[config.mk]
export PLATFORM = sky130hd
export DESIGN_NAME = frame_draw_sequencer
export DESIGN_NICKNAME = d
export VERILOG_FILES = /design/src/rtl/frame_draw_sequencer_pkg.sv /design/src/rtl/frame_draw_sequencer_screen_clear_counter.sv /design/src/rtl/frame_draw_sequencer.sv
export SDC_FILE = /design/constraint.sdc
export NUM_CORES = 1
export LEC_CHECK = 0
export ABC_AREA = 1
export BUFFER_PORTS_ARGS = -buffer_cell sky130_fd_sc_hd__buf_2
export CAP_MARGIN = 10
export CELL_PAD_IN_SITES_DETAIL_PLACEMENT = 1
export CELL_PAD_IN_SITES_GLOBAL_PLACEMENT = 2
export CORE_MARGIN = 2
export CORE_UTILIZATION = 23
export DETAILED_ROUTE_END_ITERATION = 8
export GPL_TIMING_DRIVEN = 1
export PLACE_DENSITY_LB_ADDON = 0.12
export SLEW_MARGIN = 20
export SYNTH_ARGS = -nofsm -noshare
export SYNTH_HDL_FRONTEND = slang
export SYNTH_SLANG_ARGS = --single-unit
[constraint.sdc]
create_clock -name clock -period 1.7 [get_ports clock]
set_input_delay 0.255 -clock clock [delete_from_list [all_inputs] [get_ports clock]]
set_output_delay 0.255 -clock clock [all_outputs]
set_load 0.1 [all_outputs]
[src/rtl/frame_draw_sequencer_pkg.sv]
// Shared definitions for the frame draw sequencer: FSM state encoding,
// default screen geometry and the colour constants used by the drawers.
package frame_draw_sequencer_pkg;

  typedef enum logic [2:0] {
    ST_IDLE,
    ST_CLEAR,
    ST_SEL,
    ST_ARM,
    ST_RUN,
    ST_DONE
  } state_t;

  localparam int         DEF_SCREEN_W = 160;
  localparam int         DEF_SCREEN_H = 120;
  localparam int         NUM_CLIENTS  = 3;
  localparam logic [2:0] COLOUR_BG    = 3'b000;
  localparam logic [2:0] COLOUR_CRASH = 3'b011;

endpackage

[src/rtl/frame_draw_sequencer_screen_clear_counter.sv]
// Raster counter for the screen clear: cx advances every step, cy advances
// when cx wraps. Leaving the clear state is what ends the sweep.
module screen_clear_counter #(
  parameter int SCREEN_W = 160,
  parameter int SCREEN_H = 120
) (
  input  logic       clock,
  input  logic       reset,
  input  logic       start,
  input  logic       step,
  output logic [7:0] cx,
  output logic [6:0] cy,
  output logic       last
);

  localparam logic [7:0] X_LAST = 8'(SCREEN_W - 1);
  localparam logic [6:0] Y_LAST = 7'(SCREEN_H - 1);

  always_ff @(posedge clock) begin
    if (reset || start) begin
      cx <= '0;
      cy <= '0;
    end else if (step) begin
      if (cx == X_LAST) begin
        cx <= '0;
        cy <= cy + 7'd1;
      end else begin
        cx <= cx + 8'd1;
      end
    end
  end

  assign last = (cx == X_LAST) && (cy == Y_LAST);

endmodule

[src/rtl/frame_draw_sequencer.sv]
// Per-frame sequencer: optional full-screen clear, then the masked drawers in
// order 0..2, each reset (ARM) then enabled (RUN) with its pixels muxed to VGA.
module frame_draw_sequencer
  import frame_draw_sequencer_pkg::*;
#(
  parameter int          SCREEN_W  = DEF_SCREEN_W,
  parameter int          SCREEN_H  = DEF_SCREEN_H,
  parameter logic [2:0]  BG_COLOUR = COLOUR_BG,
  parameter logic [15:0] TIMEOUT   = 16'd8191
) (
  input  logic        clock,
  input  logic        reset,
  input  logic        frame_req,
  input  logic        clear_en,
  input  logic [2:0]  client_mask,
  input  logic [2:0]  client_plot,
  input  logic [23:0] client_x,
  input  logic [20:0] client_y,
  input  logic [8:0]  client_colour,
  input  logic [2:0]  client_finish,
  output logic [2:0]  client_en,
  output logic [2:0]  client_clear,
  output logic [7:0]  vga_x,
  output logic [6:0]  vga_y,
  output logic [2:0]  vga_colour,
  output logic        vga_plot,
  output logic        busy,
  output logic        frame_done,
  output logic [2:0]  timeout_err
);

  state_t      state, state_next;
  logic [1:0]  idx, idx_next;
  logic [2:0]  mask, mask_next;
  logic [15:0] wd, wd_next;
  logic [2:0]  err_next;
  logic [2:0]  arm_clear;
  logic [7:0]  cx;
  logic [6:0]  cy;
  logic        clear_last;
  logic [3:0]  sel_onehot, mask_ext, plot_ext, finish_ext;

  function automatic logic [15:0] sat_inc(input logic [15:0] v);
    return (v == 16'hFFFF) ? v : v + 16'd1;
  endfunction

  // idx reaches 3 only in SEL, so the padded bit makes index 3 read as zero
  assign sel_onehot = 4'b0001 << idx;
  assign mask_ext   = {1'b0, mask};
  assign plot_ext   = {1'b0, client_plot};
  assign finish_ext = {1'b0, client_finish};

  screen_clear_counter #(
    .SCREEN_W(SCREEN_W),
    .SCREEN_H(SCREEN_H)
  ) u_clear (
    .clock(clock),
    .reset(reset),
    .start(state == ST_IDLE),
    .step (state == ST_CLEAR),
    .cx   (cx),
    .cy   (cy),
    .last (clear_last)
  );

  always_ff @(posedge clock) begin
    if (reset) begin
      state       <= ST_IDLE;
      idx         <= '0;
      mask        <= '0;
      wd          <= '0;
      timeout_err <= '0;
    end else begin
      state       <= state_next;
      idx         <= idx_next;
      mask        <= mask_next;
      wd          <= wd_next;
      timeout_err <= err_next;
    end
  end

  always_comb begin
    state_next = state;
    idx_next   = idx;
    mask_next  = mask;
    wd_next    = wd;
    err_next   = timeout_err;
    arm_clear  = 3'b000;
    client_en  = 3'b000;
    vga_x      = '0;
    vga_y      = '0;
    vga_colour = '0;
    vga_plot   = 1'b0;
    case (state)
      ST_IDLE: begin
        if (frame_req) begin
          mask_next  = client_mask;
          err_next   = 3'b000;
          idx_next   = 2'd0;
          state_next = clear_en ? ST_CLEAR : ST_SEL;
        end
      end
      ST_CLEAR: begin
        vga_x      = cx;
        vga_y      = cy;
        vga_colour = BG_COLOUR;
        vga_plot   = 1'b1;
        if (clear_last) state_next = ST_SEL;
      end
      ST_SEL: begin
        if (idx == 2'd3)        state_next = ST_DONE;
        else if (mask_ext[idx]) state_next = ST_ARM;
        else                    idx_next   = idx + 2'd1;
      end
      ST_ARM: begin
        arm_clear  = sel_onehot[2:0];
        wd_next    = '0;
        state_next = ST_RUN;
      end
      ST_RUN: begin
        client_en = sel_onehot[2:0];
        case (idx)
          2'd0: begin
            vga_x = client_x[7:0];   vga_y = client_y[6:0];   vga_colour = client_colour[2:0];
          end
          2'd1: begin
            vga_x = client_x[15:8];  vga_y = client_y[13:7];  vga_colour = client_colour[5:3];
          end
          2'd2: begin
            vga_x = client_x[23:16]; vga_y = client_y[20:14]; vga_colour = client_colour[8:6];
          end
          default: ;
        endcase
        vga_plot = plot_ext[idx];
        // a finish arriving on the watchdog's last cycle still counts as a clean finish
        if (finish_ext[idx]) begin
          state_next = ST_SEL;
          idx_next   = idx + 2'd1;
        end else if (wd == TIMEOUT - 16'd1) begin
          err_next   = timeout_err | sel_onehot[2:0];
          state_next = ST_SEL;
          idx_next   = idx + 2'd1;
        end else begin
          wd_next = sat_inc(wd);
        end
      end
      ST_DONE: state_next = ST_IDLE;
      default: state_next = ST_IDLE;
    endcase
  end

  assign client_clear = reset ? 3'b111 : arm_clear;
  assign busy         = (state != ST_IDLE);
  assign frame_done   = (state == ST_DONE);

endmodule

======== After elaboration in Yosys (flattened, before gate mapping) ========
Cells that the tools add are included.
storage, ports and cells
  flip-flop bits (word level) ............. 42
  bits in latches ......................... 0
  memory bits (writable) .................. 0
  ROM bits ................................ 0
  bits of input ports ..................... 67
  logic and storage cells ................. 89
  memories ................................ 0
cells by class
  add/subtract/negate cells ............... 4
  $mul .................................... 0
  divide/modulo/power cells ............... 0
  order comparisons ....................... 1
  eq/ne operators ......................... 22
  shift operators ......................... 1
  mux-type cells .......................... 39
  bitwise logic cells ..................... 1
  reduce and logical (&&, ||, !) cells .... 14
operators by type and width
  operator                                               number
  two-way mux 16 bit                                     3
  two-way mux 3 bit                                      13
  case mux 16 bit (2 select lines)                       1
  case mux 8 bit (3 select lines)                        1
  case mux 7 bit (3 select lines)                        1
  adder 16 x 1 -> 16 bit, second input constant          1
  equality test 16 x 13 -> 1 bit, second input constant  1
  equality test 16 bit, second input constant            1
  != test 2 bit, second input constant                   8
  case mux 8 bit (2 select lines)                        1
  case mux 3 bit (5 select lines)                        1
  case mux 7 bit (2 select lines)                        1
  two-way mux 2 bit                                      6
  AND reduction 4 bit                                    3
  case mux 3 bit (3 select lines)                        1
  adder 8 x 1 -> 8 bit, second input constant            1
  equality test 8 bit, second input constant             1
  two-way mux 8 bit                                      1
  adder 7 x 1 -> 7 bit, second input constant            1
  equality test 7 bit, second input constant             1
  binary-select mux 1 bit (select 2 bit)                 3
  equality test 3 x 2 -> 1 bit, second input constant    2
  equality test 3 bit, second input constant             2
  != test 3 bit, second input constant                   2
  19 further kinds                                       25

======== Depth between registers and ports, before layout ========
Gate-level depths: netlist of the first run.
  depth in word-level cells ............... 5
  gate-level depth with buffers ........... 12
  mapped depth without buffers ............ 12

======== Cells and area by module ========
A second synthesis of the first run with hierarchy kept.
unflattened totals
  cell total of the unflattened synthesis .. 513
  area, all modules ....................... 3109.2 um2
modules (own cells, without submodules)
  module                instances  cells an instance  area each (um2)  sequential area each (um2)
  frame_draw_sequencer  1          410                2341.0           540.5
  screen_clear_counter  1          103                768.2            300.3

======== Least setup slack after synthesis of the first run ========
No wires, ideal clock.
  path type ............................... register to output
  start ................................... register idx[1]
  end ..................................... output vga_x[2]
  data arrival time ....................... 3246 ps
  setup slack ............................. -1801 ps
  cell stages (with the launch flop) ...... 7
  path buffers ............................ 1
  cell sequence ........................... dfxtp_1 inv_1 ha_1 clkbuf_1 a22o_1 a21oi_1 o21ai_0
between the ends
  longest elaborated chain between the ends .. 3
  elaborated cells on any way between the ends .. 5
  classes of those cells .................. 2 x eq/ne; 2 x mux; 1 x reduce/logical
RTL lines
  item                                         RTL line                     RTL
  from (decl)                                  frame_draw_sequencer.sv:33   logic [1:0] idx, idx_next;
  from (signal assigned)                       frame_draw_sequencer.sv:75   idx <= idx_next;
  equality test 2 bit (tied with other cells)  frame_draw_sequencer.sv:122  case (idx)
  case mux 8 bit (3 select lines) (*)          frame_draw_sequencer.sv:122
  case mux 8 bit (2 select lines) (*)          frame_draw_sequencer.sv:94   case (state)
  to (decl)                                    frame_draw_sequencer.sv:23   output logic [7:0] vga_x,
Every way passes the cells marked *; elsewhere a longest branch is shown, timed or not.

======== Final worst setup path of the first run ========
  start ................................... register idx[0]
  end ..................................... output vga_x[0]
The elaborated chain is that of the path after synthesis.

==> flow_metrics.env, run 1 <==
export IMPL_routed_wl_mm=13.6
export IMPL_hp_start="client_mask[2]"
export IMPL_ys_flop_type="dfxtp_1"
export IMPL_worst_slew_pin_slew_ns=0.506
export IMPL_antenna_found_initial=0
export IMPL_root_buffer="clkbuf_16"
export IMPL_period_share_pct=116
export IMPL_cts_buffers=5
export IMPL_place_congestion=0.838
export IMPL_synth_largest_area_cell="dfxtp_1"
export IMPL_final_hold_viol_count=0
export IMPL_diodes=0
export IMPL_die_w_um=119
export IMPL_ys_types=32
export IMPL_r2r_start="state[1]"
export IMPL_power_share_clock_pct=14.4
export IMPL_finClkSkew_ns=0.00581
export IMPL_rsz0062_at_grt="true"
export IMPL_pwr_share_comb_pct=67.8
export IMPL_num_vias=3870
export IMPL_clk_latency_ns=0.30
export IMPL_reg2reg_to="wd[13]"
export IMPL_holdPathStages=3
export IMPL_irDropWorstVdd_mv=0.580
export IMPL_wl_per_cell_um=16.5
export IMPL_ant_nets=0
export IMPL_synthesis_instances=487
export IMPL_viasPerCell=4.69
export IMPL_slew_headroom_pct=66.5
export IMPL_place_area_mm2=0.00478
export IMPL_netlist_area_leader_share_pct=27.9
export IMPL_finalNetCount=727
export IMPL_dp_hpwl_mm=10.1
export IMPL_setup_viol=35
export IMPL_worstSetupEndpointType="output port"
export IMPL_p_sw_uw=3360
export IMPL_async_reset_ff_share_pct=0
export IMPL_r2r_setup_slack_ns=-0.07
export IMPL_drt_pass1_iterations=4
export IMPL_drc_errors=0
export IMPL_core_region_area_mm2=0.0127
export IMPL_swShare_pct=47.2
export IMPL_grt_use_total_pct=18.6
export IMPL_syn_area_mm2=0.00302
export IMPL_report_final_slew_viol_count=0
export IMPL_p_leak_uw=0.00223
export IMPL_yosysMostFrequentCell="nand2_1"
export IMPL_post_place_ws_ns=-0.0500
export IMPL_p_per_area_mw_per_mm2=1220
export IMPL_postCtsHoldBufs=0
export IMPL_worstHoldEndpoint="mask[2]"
export IMPL_grt_max_degree=17
export IMPL_worstSetupStartpointType="flip-flop"
export IMPL_synth_nets=562
export IMPL_syn_to_final_growth_pct=92.9
export IMPL_synth_common_cells="nand2_1, nor2_1, inv_1, nand3_1, dfxtp_1"
export IMPL_violations="setup timing"
export IMPL_drive_above_1_share_pct=50.1
export IMPL_arrival_ns=1.71
export IMPL_p_int_uw=3760
export IMPL_seqPwrFrac_pct=17.9
export IMPL_critPathMaxFanout=9
export IMPL_drt_initial_drc_count=143
export IMPL_cts_tree="built"
export IMPL_clk_path_buf_depth=2
export IMPL_ys_seq_elements=42
export IMPL_critPathKind="reg -> out"
export IMPL_grt_pass1_wl_mm=20.9
export IMPL_clk_pin_slew_ns=0.06
export IMPL_synth_edf_count=0
export IMPL_postSynthAreaPerCell_um2=6.19
export IMPL_fin_area_mm2=0.00582
export IMPL_grt_overflow_total=0
export IMPL_status="finished with violations"
export IMPL_portBuffers=96
export IMPL_timing_fmax_ghz=0.508
export IMPL_fin_util_pct=45.7
export IMPL_ys_seq_area_share_pct=27.9
export IMPL_fin_ws_ns=-0.270
export IMPL_yosysWarnings=0
export IMPL_cts_htree_levels=2
export IMPL_fp_dieH_um=119
export IMPL_start_util_pct=23.7
export IMPL_clock_sinks=42
export IMPL_layout_min_cycle_time_ns=1.97
export IMPL_dieArea_mm2=0.0140
export IMPL_required_ns=1.44
export IMPL_finalSetupTns_ns=-5.56
export IMPL_yosys_top_cells_area="dfxtp_1, nand2_1, nor2_1"
export IMPL_first_global_vias=3907
export IMPL_r2r_cells=13
export IMPL_rows=41
export IMPL_io_pins=97
export IMPL_max_cap_violations=0
export IMPL_worstHoldPathType="in -> reg"
==> placed cells by master (no fill, tap or decap), types with 5 or more instances in the layout <==
cell,synthesis,routed
nor2_2,6,11
buf_2,4,69
dfxtp_4,0,5
nand2_1,116,101
o21ai_4,0,9
buf_6,3,15
a21oi_1,39,18
buf_12,0,34
dfxtp_1,42,31
dfxtp_2,0,6
a21oi_2,0,21
clkbuf_16,0,8
nand2_2,4,11
buf_4,1,48
nand3_2,3,14
o21ai_0,20,12
a22o_1,15,15
inv_2,4,6
o22ai_4,0,11
nand4_1,9,9
nor2_4,1,13
buf_8,0,5
nor3_1,6,5
nand3_1,46,32
inv_4,0,6
nand2_4,2,9
inv_1,57,46
nor2_1,62,45
==> power groups by stage <==
stage                     combinational, uW  clock (uW)  sequential, uW
after global placement                 3600           0            1250
after floorplan                        2400           0            1380
final                                  4820        1020            1270
after CTS                              4180        1060            1260
after detailed placement               3670           0            1260
after global routing                   5180        1100            1290
==> metrics by stage <==
step                      instances  hold slack (ns)  total power [uW]
after floorplan                 487            0.420              3780
after global placement          789            0.439              4860
after detailed placement        789            0.443              4930
after CTS                       804            0.223              6500
after global routing            825            0.227              7580
final                           825            0.224              7120
==> worst max path at each step <==
stage,start,end,cells past startpoint
detailed placement,idx[0],vga_x[4],6
global route,idx[0],vga_x[0],7
global placement,idx[0],vga_x[1],7
CTS,idx[1],vga_colour[1],7
floorplan,state[1],vga_colour[0],6
finish,idx[0],vga_x[0],7
==> cell families after synthesis <==
| kind of cell | synth area share (%) |
|---|---|
| xor gates and xnor gates | 0.872 |
| AOI/OAI and AO/OA | 19.0 |
| adders and majority gates | 3.32 |
| and+or+nand+nor | 38.0 |
| buffers and inverters | 10.9 |
| DFF | 27.9 |
==> state kept, by name, summed over array words and instances, names as in the netlist <==
name and count:
state 3, idx 2, mask 3, timeout_err 3, wd 16, u_clear.cx 8
u_clear.cy 7
==> layer usage <==
layer | GRT usage [%] | share of wire [%] | up-vias
li1 | - | - | 1944
met1 | 24.0 | 46 | 1837
met2 | 32.1 | 49 | 81
met3 | 4.15 | 4.2 | 8
met4 | 3.35 | 0.95 | 0
met5 | 0 | 0 | -
==> timing repair <==
| item | CTS | global route |
|---|---|---|
| gates resized for setup | 46 | 125 |
| pin swaps | 9 | 45 |
| hold endpoints to repair | 0 | 0 |
| setup endpoints to repair | 30 | 58 |
| cloned | 0 | 5 |
| setup buffers | 8 | 16 |
==> layout make-up <==
class / count / area (um2)
tap: 172 / 215
sequential: 42 / 867
clock inverter: 2 / 12.5
clock buffer: 6 / 139
fill: 1541 / 6910
timing repair buffer: 174 / 1710
inverter: 62 / 272
multi-input combinational: 367 / 2610
==> critical path: stages, from the launching register on <==
cell and delay (ns):
dfxtp_4 0.38, inv_4 0.05, ha_4 0.19, buf_8 0.15, a22o_1 0.22, a21oi_2 0.16
o22ai_4 0.09, buf_12 0.17
Power figures use the tool's default switching activity.
==> run 2: changes to the inputs <==
- ABC_CLOCK_PERIOD_IN_PS: unset -> 1700
- REMOVE_ABC_BUFFERS: unset -> 1
- SETUP_SLACK_MARGIN: unset -> 0.3
==> run 2 against run 1 <==
Against the previous run: the run still ends with setup timing left; final cell count up 0.97%; wire length up 0.78%; combinational power down 2%; cell area up 1.9%; critical path type unchanged; highest routed layer unchanged.
==> flow_metrics.env, run 2 (same netlist as run 1, synthesis figures left out) <==
export IMPL_setup_viol=24
export IMPL_place_congestion=0.778
export IMPL_grt_overflow_total=0
export IMPL_grt_max_degree=19
export IMPL_max_cap_violations=0
export IMPL_place_area_mm2=0.00446
export IMPL_worstSetupEndpointType="output port"
export IMPL_p_per_area_mw_per_mm2=1170
export IMPL_cts_tree="built"
export IMPL_antenna_found_initial=0
export IMPL_fp_dieH_um=119
export IMPL_period_share_pct=117
export IMPL_wl_per_cell_um=16.5
export IMPL_reg_top3="wd: 16 flops, u_clear.cx: 8 flops, u_clear.cy: 7 flops"
export IMPL_routed_wl_mm=13.7
export IMPL_viasPerCell=4.73
export IMPL_slew_headroom_pct=66.6
export IMPL_fin_util_pct=46.6
export IMPL_finClkSkew_ns=0.00663
export IMPL_layout_min_cycle_time_ns=2.00
export IMPL_grt_pass1_wl_mm=21.8
export IMPL_whs_ns=0.220
export IMPL_start_util_pct=23.7
export IMPL_finalNetCount=736
export IMPL_layout_common_cells="nand2_1, buf_2, buf_4"
export IMPL_core_region_area_mm2=0.0127
export IMPL_fillers=1560
export IMPL_path_cells="inv_4 -> ha_4 -> buf_12 -> a22o_1 -> a21oi_1 -> o21ai_1 -> buf_4 -> buf_12"
export IMPL_fin_ws_ns=-0.297
export IMPL_irDropWorstVdd_mv=0.668
export IMPL_drive_above_1_share_pct=54.3
export IMPL_status="finished with violations"
export IMPL_worstHoldPathType="in -> reg"
export IMPL_report_final_slew_viol_count=0
export IMPL_drc_errors=0
export IMPL_clk_latency_ns=0.30
export IMPL_largest_reg_flops=16
export IMPL_clock_sinks=42
export IMPL_cts_htree_levels=2
export IMPL_critPathMaxStageDelay_ns=0.38
export IMPL_first_global_vias=4312
export IMPL_die_w_um=119
export IMPL_dp_hpwl_mm=9.65
export IMPL_critPathKind="reg -> out"
export IMPL_violations="setup timing"
export IMPL_cts_buffers=5
export IMPL_root_buffer="clkbuf_16"
export IMPL_clk_path_buf_depth=2
export IMPL_dp_cells=790
export IMPL_post_place_ws_ns=-0.227
export IMPL_diodes=0
export IMPL_required_ns=1.44
export IMPL_io_pins=97
export IMPL_arrival_ns=1.74
export IMPL_final_hold_viol_count=0
export IMPL_timing_fmax_ghz=0.501
export IMPL_rsz0062_at_grt="true"
export IMPL_slowest_stage="dfxtp_4"
export IMPL_crit_buf_inv=4
export IMPL_final_common_cell="nand2_1"
export IMPL_cp_common_cell="buf_12"
export IMPL_syn_to_final_growth_pct=96.6
export IMPL_instances_no_fill=833
export IMPL_worst_slew_pin_slew_ns=0.505
export IMPL_p_leak_uw=0.00231
export IMPL_ant_nets=0
export IMPL_worstSetupStartpointType="flip-flop"
export IMPL_drt_pass1_iterations=4
export IMPL_dieArea_mm2=0.0140
export IMPL_grt_use_total_pct=19.4
export IMPL_critPathTopFamily="buffers and inverters"
export IMPL_drt_initial_drc_count=80
export IMPL_critPathMaxFanout=18
export IMPL_largest_register="wd"
export IMPL_rows=41
export IMPL_num_vias=3939
export IMPL_fin_area_mm2=0.00593
export IMPL_portBuffers=96
export IMPL_clk_pin_slew_ns=0.07
-- run 2: changes by cell type in the layout (fill, tap and decap cells not counted), moves of 5 or more --
cell	previous run	this run
buf_6	15	27
dfxtp_1	31	25
dfxtp_2	6	11
nand3_1	32	24
nand3_2	14	21
o21ai_0	12	5
o21ai_1	0	10
o21ai_4	9	2
o22ai_2	0	10
o22ai_4	11	0
-- run 2: final cells by class --
type,count,area [um2],area share (%)
Multi-Input combinational cell,368,2600,43.9
Timing Repair Buffer,182,1820,30.6
Sequential cell,42,877,14.8
Inverter,62,285,4.81
Tap cell,172,215,3.63
Clock buffer,7,133,2.24
-- run 2: worst paths after layout --
check                 start        endpoint  slack (ns)  cells past startpoint
max                  idx[0]        vga_x[4]       -0.30                      8
min reg2reg  timeout_err[2]  timeout_err[2]        0.45                      2
min          client_mask[2]         mask[2]        0.22                      3
max reg2reg        state[1]          wd[12]        0.04                     13
-- run 2: repair_timing --
| action | 4_1_cts | 5_1_grt |
|---|---|---|
| pin swaps | 47 | 29 |
| cloned | 3 | 1 |
| setup endpoints to repair | 65 | 67 |
| hold buffers | 0 | 0 |
| resized for setup | 173 | 107 |
| buffers inserted | 27 | 5 |
-- run 2: worst reg2reg max path, cell delays in order (launching register included) --
cell and delay [ns]:
dfxtp_2 0.34, nor2_4 0.15, nand2_4 0.09, buf_12 0.15, buf_12 0.15, clkinv_8 0.07, o21ai_4 0.06, nand2_4 0.11
buf_6 0.11, buf_12 0.11, nand3_2 0.07, nand2_1 0.08, inv_1 0.04, nor2_1 0.07
-- run 2: where the power goes --
part / switching [uW] / internal, uW
Combinational: 2690 / 2010
Sequential: 132 / 1130
Clock: 441 / 540
Total: 3260 / 3680
-- run 2: layer usage --
metal  part of all wire (%)  GRT usage [%]
met1                     43           23.3
met2                     51           34.9
met3                    3.7           3.47
met4                    1.7           5.65
met5                      0              0
-- run 2: through the flow --
step	total power [uW]	setup TNS [ns]
2_1_floorplan	3130	-35.27
3_3_place_gp	4440	-2.12
3_5_place_dp	4500	-3.56
4_1_cts	6450	-6.85
5_1_grt	7390	-7.56
6_report	6940	-5.53
